--- src/rtl/wb_stage_pipe_pkg.sv ---
// Shared encodings for the MIPS write-back stage: result-source select,
// load size, and the sub-word extension helper.
package wb_stage_pipe_pkg;

  typedef enum logic [1:0] {
    WB_SEL_ALU  = 2'b00,
    WB_SEL_MEM  = 2'b01,
    WB_SEL_LINK = 2'b10
  } wb_sel_t;

  typedef enum logic [1:0] {
    LD_WORD = 2'b00,
    LD_HALF = 2'b01,
    LD_BYTE = 2'b10
  } ld_size_t;

  // Extends a half (val[15:0]) or byte (val[7:0]) to 32 bits.
  function automatic logic [31:0] sub_extend(input logic [15:0] val,
                                             input logic        is_half,
                                             input logic        zext);
    logic fill;
    fill = ~zext & (is_half ? val[15] : val[7]);
    return is_half ? {{16{fill}}, val} : {{24{fill}}, val[7:0]};
  endfunction

endpackage

--- src/rtl/wb_stage_pipe_if.sv ---
// MEM->WB bundle: pipeline control, MEM/WB latch inputs and the registered
// write-back results.
interface wb_stage_pipe_if #(
  parameter int REG_ADDR_W = 5,
  parameter int COUNT_W    = 32
);
  logic                  stall;
  logic                  flush;
  logic                  in_valid;
  logic                  in_regwrite;
  logic [1:0]            in_wb_sel;
  logic [REG_ADDR_W-1:0] in_rd;
  logic [31:0]           in_alu_result;
  logic [31:0]           in_read_data;
  logic [31:0]           in_link_addr;
  logic [1:0]            in_load_size;
  logic                  in_load_unsigned;

  logic [31:0]           wb_data;
  logic [REG_ADDR_W-1:0] wb_rd;
  logic                  wb_regwrite;
  logic                  wb_valid;
  logic [COUNT_W-1:0]    retired_count;

  modport master (
    output stall, flush, in_valid, in_regwrite, in_wb_sel, in_rd,
           in_alu_result, in_read_data, in_link_addr, in_load_size,
           in_load_unsigned,
    input  wb_data, wb_rd, wb_regwrite, wb_valid, retired_count
  );

  modport slave (
    input  stall, flush, in_valid, in_regwrite, in_wb_sel, in_rd,
           in_alu_result, in_read_data, in_link_addr, in_load_size,
           in_load_unsigned,
    output wb_data, wb_rd, wb_regwrite, wb_valid, retired_count
  );
endinterface

--- src/rtl/wb_stage_pipe_load_align.sv ---
// Combinational lane select and sign/zero extension for sub-word loads.
module load_align
  import wb_stage_pipe_pkg::*;
#(
  parameter int BIG_ENDIAN = 1
) (
  input  logic [31:0] i_raw,
  input  logic [1:0]  i_off,
  input  ld_size_t    i_size,
  input  logic        i_unsigned,
  output logic [31:0] o_data
);

  logic [1:0]  w_lane;
  logic [7:0]  w_byte;
  logic [15:0] w_half;

  always_comb begin
    // Physical byte lane (0 = bits [7:0]); the half lane is its upper bit,
    // which makes the half select ignore off[0] for both byte orders.
    w_lane = (BIG_ENDIAN != 0) ? ~i_off : i_off;
    case (w_lane)
      2'd0:    w_byte = i_raw[7:0];
      2'd1:    w_byte = i_raw[15:8];
      2'd2:    w_byte = i_raw[23:16];
      default: w_byte = i_raw[31:24];
    endcase
    w_half = w_lane[1] ? i_raw[31:16] : i_raw[15:0];

    case (i_size)
      LD_HALF: o_data = sub_extend(w_half, 1'b1, i_unsigned);
      LD_BYTE: o_data = sub_extend({8'h00, w_byte}, 1'b0, i_unsigned);
      default: o_data = i_raw;
    endcase
  end

endmodule

--- src/rtl/wb_stage_pipe.sv ---
// MEM/WB latch and write-back select for the 5-stage MIPS pipeline, with
// stall/flush, $0 write suppression and a retired-instruction counter.
module wb_stage_pipe
  import wb_stage_pipe_pkg::*;
#(
  parameter int REG_ADDR_W = 5,
  parameter int COUNT_W    = 32,
  parameter int BIG_ENDIAN = 1,
  parameter int ZERO_GUARD = 1
) (
  input logic             clk,
  input logic             rst,
  wb_stage_pipe_if.slave  bus
);

  logic [31:0]           r_data;
  logic [REG_ADDR_W-1:0] r_rd;
  logic                  r_regwrite;
  logic                  r_valid;
  logic [COUNT_W-1:0]    r_count;

  wb_sel_t               w_sel;
  ld_size_t              w_size;
  logic [31:0]           w_load_data;
  logic [31:0]           w_sel_data;
  logic                  w_rd_is_zero;
  logic                  w_regwrite;

  assign w_size = ld_size_t'(bus.in_load_size);

  load_align #(
    .BIG_ENDIAN (BIG_ENDIAN)
  ) u_load_align (
    .i_raw      (bus.in_read_data),
    .i_off      (bus.in_alu_result[1:0]),
    .i_size     (w_size),
    .i_unsigned (bus.in_load_unsigned),
    .o_data     (w_load_data)
  );

  always_comb begin
    w_sel = wb_sel_t'(bus.in_wb_sel);
    case (w_sel)
      WB_SEL_MEM:  w_sel_data = w_load_data;
      WB_SEL_LINK: w_sel_data = bus.in_link_addr;
      default:     w_sel_data = bus.in_alu_result;
    endcase
    w_rd_is_zero = (bus.in_rd == '0);
    w_regwrite   = bus.in_valid & bus.in_regwrite &
                   ~((ZERO_GUARD != 0) & w_rd_is_zero);
  end

  always_ff @(posedge clk or posedge rst) begin
    if (rst) begin
      r_data     <= '0;
      r_rd       <= '0;
      r_regwrite <= 1'b0;
      r_valid    <= 1'b0;
      r_count    <= '0;
    end else if (bus.flush) begin
      // Bubble: data/rd keep their old value, only the qualifiers drop.
      r_regwrite <= 1'b0;
      r_valid    <= 1'b0;
    end else if (!bus.stall) begin
      r_data     <= w_sel_data;
      r_rd       <= bus.in_rd;
      r_regwrite <= w_regwrite;
      r_valid    <= bus.in_valid;
      if (bus.in_valid) begin
        r_count <= r_count + COUNT_W'(1);
      end
    end
  end

  assign bus.wb_data       = r_data;
  assign bus.wb_rd         = r_rd;
  assign bus.wb_regwrite   = r_regwrite;
  assign bus.wb_valid      = r_valid;
  assign bus.retired_count = r_count;

endmodule

--- src/flat_wrapper.sv ---
// flat-port wrapper written by rule: the top's interface ports become plain ports
module wb_stage_pipe_flat import wb_stage_pipe_pkg::*;
#(
  parameter int REG_ADDR_W = 5,
  parameter int COUNT_W    = 32,
  parameter int BIG_ENDIAN = 1,
  parameter int ZERO_GUARD = 1
)
  (clk, rst, bus_stall, bus_flush, bus_in_valid, bus_in_regwrite, bus_in_wb_sel, bus_in_rd, bus_in_alu_result, bus_in_read_data, bus_in_link_addr, bus_in_load_size, bus_in_load_unsigned, bus_wb_data, bus_wb_rd, bus_wb_regwrite, bus_wb_valid, bus_retired_count);
  wb_stage_pipe_if #(.REG_ADDR_W(REG_ADDR_W), .COUNT_W(COUNT_W)) bus_i ();
  input logic clk;
  input logic rst;
  input wire logic [$bits(bus_i.stall)-1:0] bus_stall;
  input wire logic [$bits(bus_i.flush)-1:0] bus_flush;
  input wire logic [$bits(bus_i.in_valid)-1:0] bus_in_valid;
  input wire logic [$bits(bus_i.in_regwrite)-1:0] bus_in_regwrite;
  input wire logic [$bits(bus_i.in_wb_sel)-1:0] bus_in_wb_sel;
  input wire logic [$bits(bus_i.in_rd)-1:0] bus_in_rd;
  input wire logic [$bits(bus_i.in_alu_result)-1:0] bus_in_alu_result;
  input wire logic [$bits(bus_i.in_read_data)-1:0] bus_in_read_data;
  input wire logic [$bits(bus_i.in_link_addr)-1:0] bus_in_link_addr;
  input wire logic [$bits(bus_i.in_load_size)-1:0] bus_in_load_size;
  input wire logic [$bits(bus_i.in_load_unsigned)-1:0] bus_in_load_unsigned;
  output wire logic [$bits(bus_i.wb_data)-1:0] bus_wb_data;
  output wire logic [$bits(bus_i.wb_rd)-1:0] bus_wb_rd;
  output wire logic [$bits(bus_i.wb_regwrite)-1:0] bus_wb_regwrite;
  output wire logic [$bits(bus_i.wb_valid)-1:0] bus_wb_valid;
  output wire logic [$bits(bus_i.retired_count)-1:0] bus_retired_count;
  assign bus_i.stall = bus_stall;
  assign bus_i.flush = bus_flush;
  assign bus_i.in_valid = bus_in_valid;
  assign bus_i.in_regwrite = bus_in_regwrite;
  assign bus_i.in_wb_sel = bus_in_wb_sel;
  assign bus_i.in_rd = bus_in_rd;
  assign bus_i.in_alu_result = bus_in_alu_result;
  assign bus_i.in_read_data = bus_in_read_data;
  assign bus_i.in_link_addr = bus_in_link_addr;
  assign bus_i.in_load_size = bus_in_load_size;
  assign bus_i.in_load_unsigned = bus_in_load_unsigned;
  assign bus_wb_data = bus_i.wb_data;
  assign bus_wb_rd = bus_i.wb_rd;
  assign bus_wb_regwrite = bus_i.wb_regwrite;
  assign bus_wb_valid = bus_i.wb_valid;
  assign bus_retired_count = bus_i.retired_count;
  wb_stage_pipe #(.REG_ADDR_W(REG_ADDR_W), .COUNT_W(COUNT_W), .BIG_ENDIAN(BIG_ENDIAN), .ZERO_GUARD(ZERO_GUARD)) u_core (.clk(clk), .rst(rst), .bus(bus_i));
endmodule
--- config.mk ---
export PLATFORM = sky130hd
export DESIGN_NAME = wb_stage_pipe_flat
export DESIGN_NICKNAME = d
export VERILOG_FILES = /design/src/rtl/wb_stage_pipe_pkg.sv /design/src/rtl/wb_stage_pipe_if.sv /design/src/rtl/wb_stage_pipe_load_align.sv /design/src/rtl/wb_stage_pipe.sv /design/src/flat_wrapper.sv
export SDC_FILE = /design/constraint.sdc
export NUM_CORES = 1
export LEC_CHECK = 0
export CAP_MARGIN = 10
export CORE_ASPECT_RATIO = 0.6
export CORE_MARGIN = 3
export CORE_UTILIZATION = 35
export CTS_CLUSTER_DIAMETER = 120
export DETAILED_ROUTE_END_ITERATION = 16
export GPL_TIMING_DRIVEN = 0
export PLACE_DENSITY_LB_ADDON = 0.1
export SYNTH_ARGS = -nofsm -noshare
export SYNTH_HDL_FRONTEND = slang
export SYNTH_SLANG_ARGS = --single-unit
--- constraint.sdc ---
create_clock -name clk -period 7 [get_ports clk]
set_input_delay 1.4 -clock clk [delete_from_list [all_inputs] [get_ports clk]]
set_output_delay 1.4 -clock clk [all_outputs]
set_load 0.01 [all_outputs]
==> flow_summary_export.csv <==
group,metric,value,unit
outcome,outcome,"finished, final reports clean",
routing,wl_met1,7570,um
place,io_buffers,181,
synthesis,syn-cell-area,0.00406,sq mm
synthesis,ys_warn_count,0,
sta,fin_setup_tns,0,ps
pwr,cellPowerDensity,210,mW/mm^2
clock_network,cts_resized,0,
clock_network,hold_buffers,0,
run,maxCapViolCount,0,
setup_path,rr_endpoint,"u_core.bus.retired_count[26]",
sta,finalCriticalPeriod,3840,ps
final_layout,nFillCells,962,
place,place.gp.congestion,0.855,
clock_network,cts.sinks,71,
pwr,power.total,1.35,mW
synthesis,syn-num-nets,570,
routing,met3_length,1600,um
clock_network,postCtsSetupRepairBufs,0,
clock_network,cts_tree,"yes",
place,dpl.hpwl,12200,um
grt,grt_pass1_wl,24300,um
pwr,power_leakage,2.68,nW
floorplanning,fp.dieArea,0.0130,sq mm
grt,grt_max_degree,60,
floorplanning,core,0.0109,sq mm
floorplanning,rows,29,
grt,antenna_found_initial,0,
synthesis,synth_edf_count,0,
sta,max_clock_freq,260,MHz
setup_path,ff2ff_path_depth,5,
sta,slew_headroom,54.4,%
final_layout,fin_nets,763,
sta,fin_crit_sh,54.9,%
routing,vias,4318,
synthesis,synthArstFlopShare,100,%
place,dpl.cell_count,790,
setup_path,cp-startpoint,"bus_in_wb_sel[0]",
routing,routed_wl,15600,um
routing,dr.pass1.iters,5,
grt,grt_pass1_vias,4302,
synthesis,synth_seq_cells,71,
setup_path,crit_arrival,4090,ps
synthesis,synth_ff_type,"dfrtp_1",
routing,drt_iter0_markers,291,
pwr,irDropWorstVdd,0.123,mV
routing,drtAntennaViolNets,0,
sta,finalMaxSlewViolations,0,
final_layout,multi_input_area,0.00213,sq mm
routing,highest_layer,"met4",
setup_path,reg2reg_slack,5200,ps
synthesis,yosysSeqAreaShare,43.7,%
routing,viasPerCell,5.36,
synthesis,synth.distinct_cells,44,
setup_path,cp_max_fo,10,
routing,drc,0,
sta,rsz0062_at_grt,"false",
setup_path,crit_end,"u_core.bus.wb_data[6]",
final_layout,drive_gt1_share,5.22,%
grt,groute.usage.overall,24.3,%
sta,tightest_slew,684,ps
floorplanning,io_pins,183,
routing,wire_per_inst,19.3,um
sta,skew,10.9,ps
grt,grt-ovfl-total,0,
routing,wl_met2,6310,um
sta,setup_violations,0,
setup_path,r2r_start,"u_core.bus.retired_count[8]",
clock_network,cts_max_level,3,
synthesis,avgSynthCellArea,8.97,sq um
setup_path,cp.required,7250,ps
synthesis,postSynthCellCount,453,
setup_path,worstSetupStartpointType,"input port",
final_layout,final_cell_area,0.00641,sq mm
setup_path,critPathKind,"input port to flip-flop",
min_path,hold_path.class,"flip-flop to flip-flop",
final_layout,antennaDiodeCount,0,
clock_network,root_buffer,"clkbuf_16",
clock_network,path_clk_slew,60,ps
setup_path,crit_path_end_kind,"flip-flop",
final_layout,seqCellArea,0.00178,sq mm
floorplanning,start_util,37.2,%
final_layout,area_delta_synth_final,57.7,%
clock_network,clockBufferDepth,2,
place,place_area,0.00610,sq mm
sta,hold_viol_final,0,
floorplanning,die_h,89.5,um
floorplanning,die_w,145,um
clock_network,numCtsBuffers,9,
clock_network,worstSkewPairLatency,340,ps
final_layout,instances_no_fill,806,
worst max-delay path: stages:
cell and delay (ps):
clkdlybuf4s50_1 480, inv_1 50, ha_1 270, clkbuf_1 170
inv_1 290, clkbuf_1 410, clkbuf_1 580, o21ai_0 230
o21ai_0 190
cells in the mapped netlist (3+ instances only):
cell type / number / area (sq um)
a2111oi_0: 6 / 52.6
dfrtp_1: 71 / 1780
and3_1: 28 / 175
nor2_1: 27 / 101
clkbuf_1: 20 / 75.1
o21ai_0: 37 / 185
buf_1: 3 / 11.3
ha_1: 5 / 62.6
o22ai_1: 24 / 150
and4_1: 3 / 26.3
mux2_2: 3 / 33.8
nand2_1: 59 / 221
nor3_1: 6 / 30.0
a21oi_1: 31 / 155
o221ai_1: 16 / 140
a211oi_1: 7 / 52.6
mux2i_1: 7 / 70.1
nor2b_1: 10 / 62.6
nand3_1: 15 / 75.1
xor2_1: 5 / 43.8
xnor2_1: 26 / 228
nand4_1: 9 / 56.3
inv_1: 9 / 33.8
layout by cell type (no fill, tap or decap), drive strengths merged, types with 8 or more instances in the layout:
master	synthesis	routed
nand2	59	59
nor2	27	27
nand3	15	15
buf	7	8
o21ai	38	38
dfrtp	71	71
inv	9	10
clkbuf	21	33
o221ai	16	16
nor3	8	8
nor2b	10	10
a21oi	31	31
o22ai	24	24
clkdlybuf4s50	0	181
and3	28	28
nand4	10	10
xnor2	26	26
routing by layer:
layer / up-vias / GRT usage [%]
li1: 2043 / -
met4: 0 / 4.91
met1: 2083 / 34.2
met3: 10 / 10.7
met2: 182 / 34.7
met5: - / 0
kinds of logic after synthesis:
| group | after synthesis | share of synthesized area, % |
|---|---|---|
| xor gates and xnor gates | 31 | 6.68 |
| buffers and inverters | 38 | 3.79 |
| DFF | 71 | 43.7 |
| and+or+nand+nor | 167 | 21.0 |
| AOI/OAI and AO/OA | 130 | 20.2 |
| adders and majority gates | 5 | 1.54 |
| muxes | 11 | 3.11 |
worst min path at each step:
stage                                         endpoint                          from  slack, ps  depth (start not counted)
after floorplan           u_core.bus.retired_count[31]  u_core.bus.retired_count[31]        510                          1
after global placement             u_core.bus.wb_rd[1]           u_core.bus.wb_rd[1]        460                          2
after detailed placement  u_core.bus.retired_count[31]  u_core.bus.retired_count[31]        460                          1
after CTS                 u_core.bus.retired_count[31]  u_core.bus.retired_count[31]        480                          1
after global routing      u_core.bus.retired_count[31]  u_core.bus.retired_count[31]        500                          1
final                     u_core.bus.retired_count[31]  u_core.bus.retired_count[31]        470                          1
registers in the layout (all words and copies together), names as in the netlist:
name and flops:
u_core.bus.wb_valid 1, u_core.bus.wb_regwrite 1, u_core.bus.wb_rd 5, u_core.bus.wb_data 32, u_core.bus.retired_count 32
report_power, final:
| part | internal (mW) | leakage, nW | switching, mW |
|---|---|---|---|
| logic | 0.198 | 1.60 | 0.170 |
| clock network | 0.297 | 0.153 | 0.183 |
| registers | 0.459 | 0.920 | 0.0396 |
through the flow:
step | hold WS (ps) | utilization (%) | setup WS, ps
3_3_place_gp | 459 | 55.6 | 2490
2_1_floorplan | 507 | - | 3800
5_1_grt | 497 | 58.7 | 3020
4_1_cts | 475 | 58.7 | 3270
3_5_place_dp | 462 | 55.8 | 2930
6_report | 475 | 58.7 | 3160
final cells by class:
type | instances | share of cell area, %
plain buffers | 28 | 1.82
clock buffers | 12 | 4.00
flip-flops and latches | 71 | 27.7
clock inverters | 4 | 0.820
multi-input cells | 344 | 33.3
repair buffers | 182 | 28.7
well taps | 155 | 3.03
inverters | 10 | 0.625
Note: power is estimated with default switching activity, not from simulation.
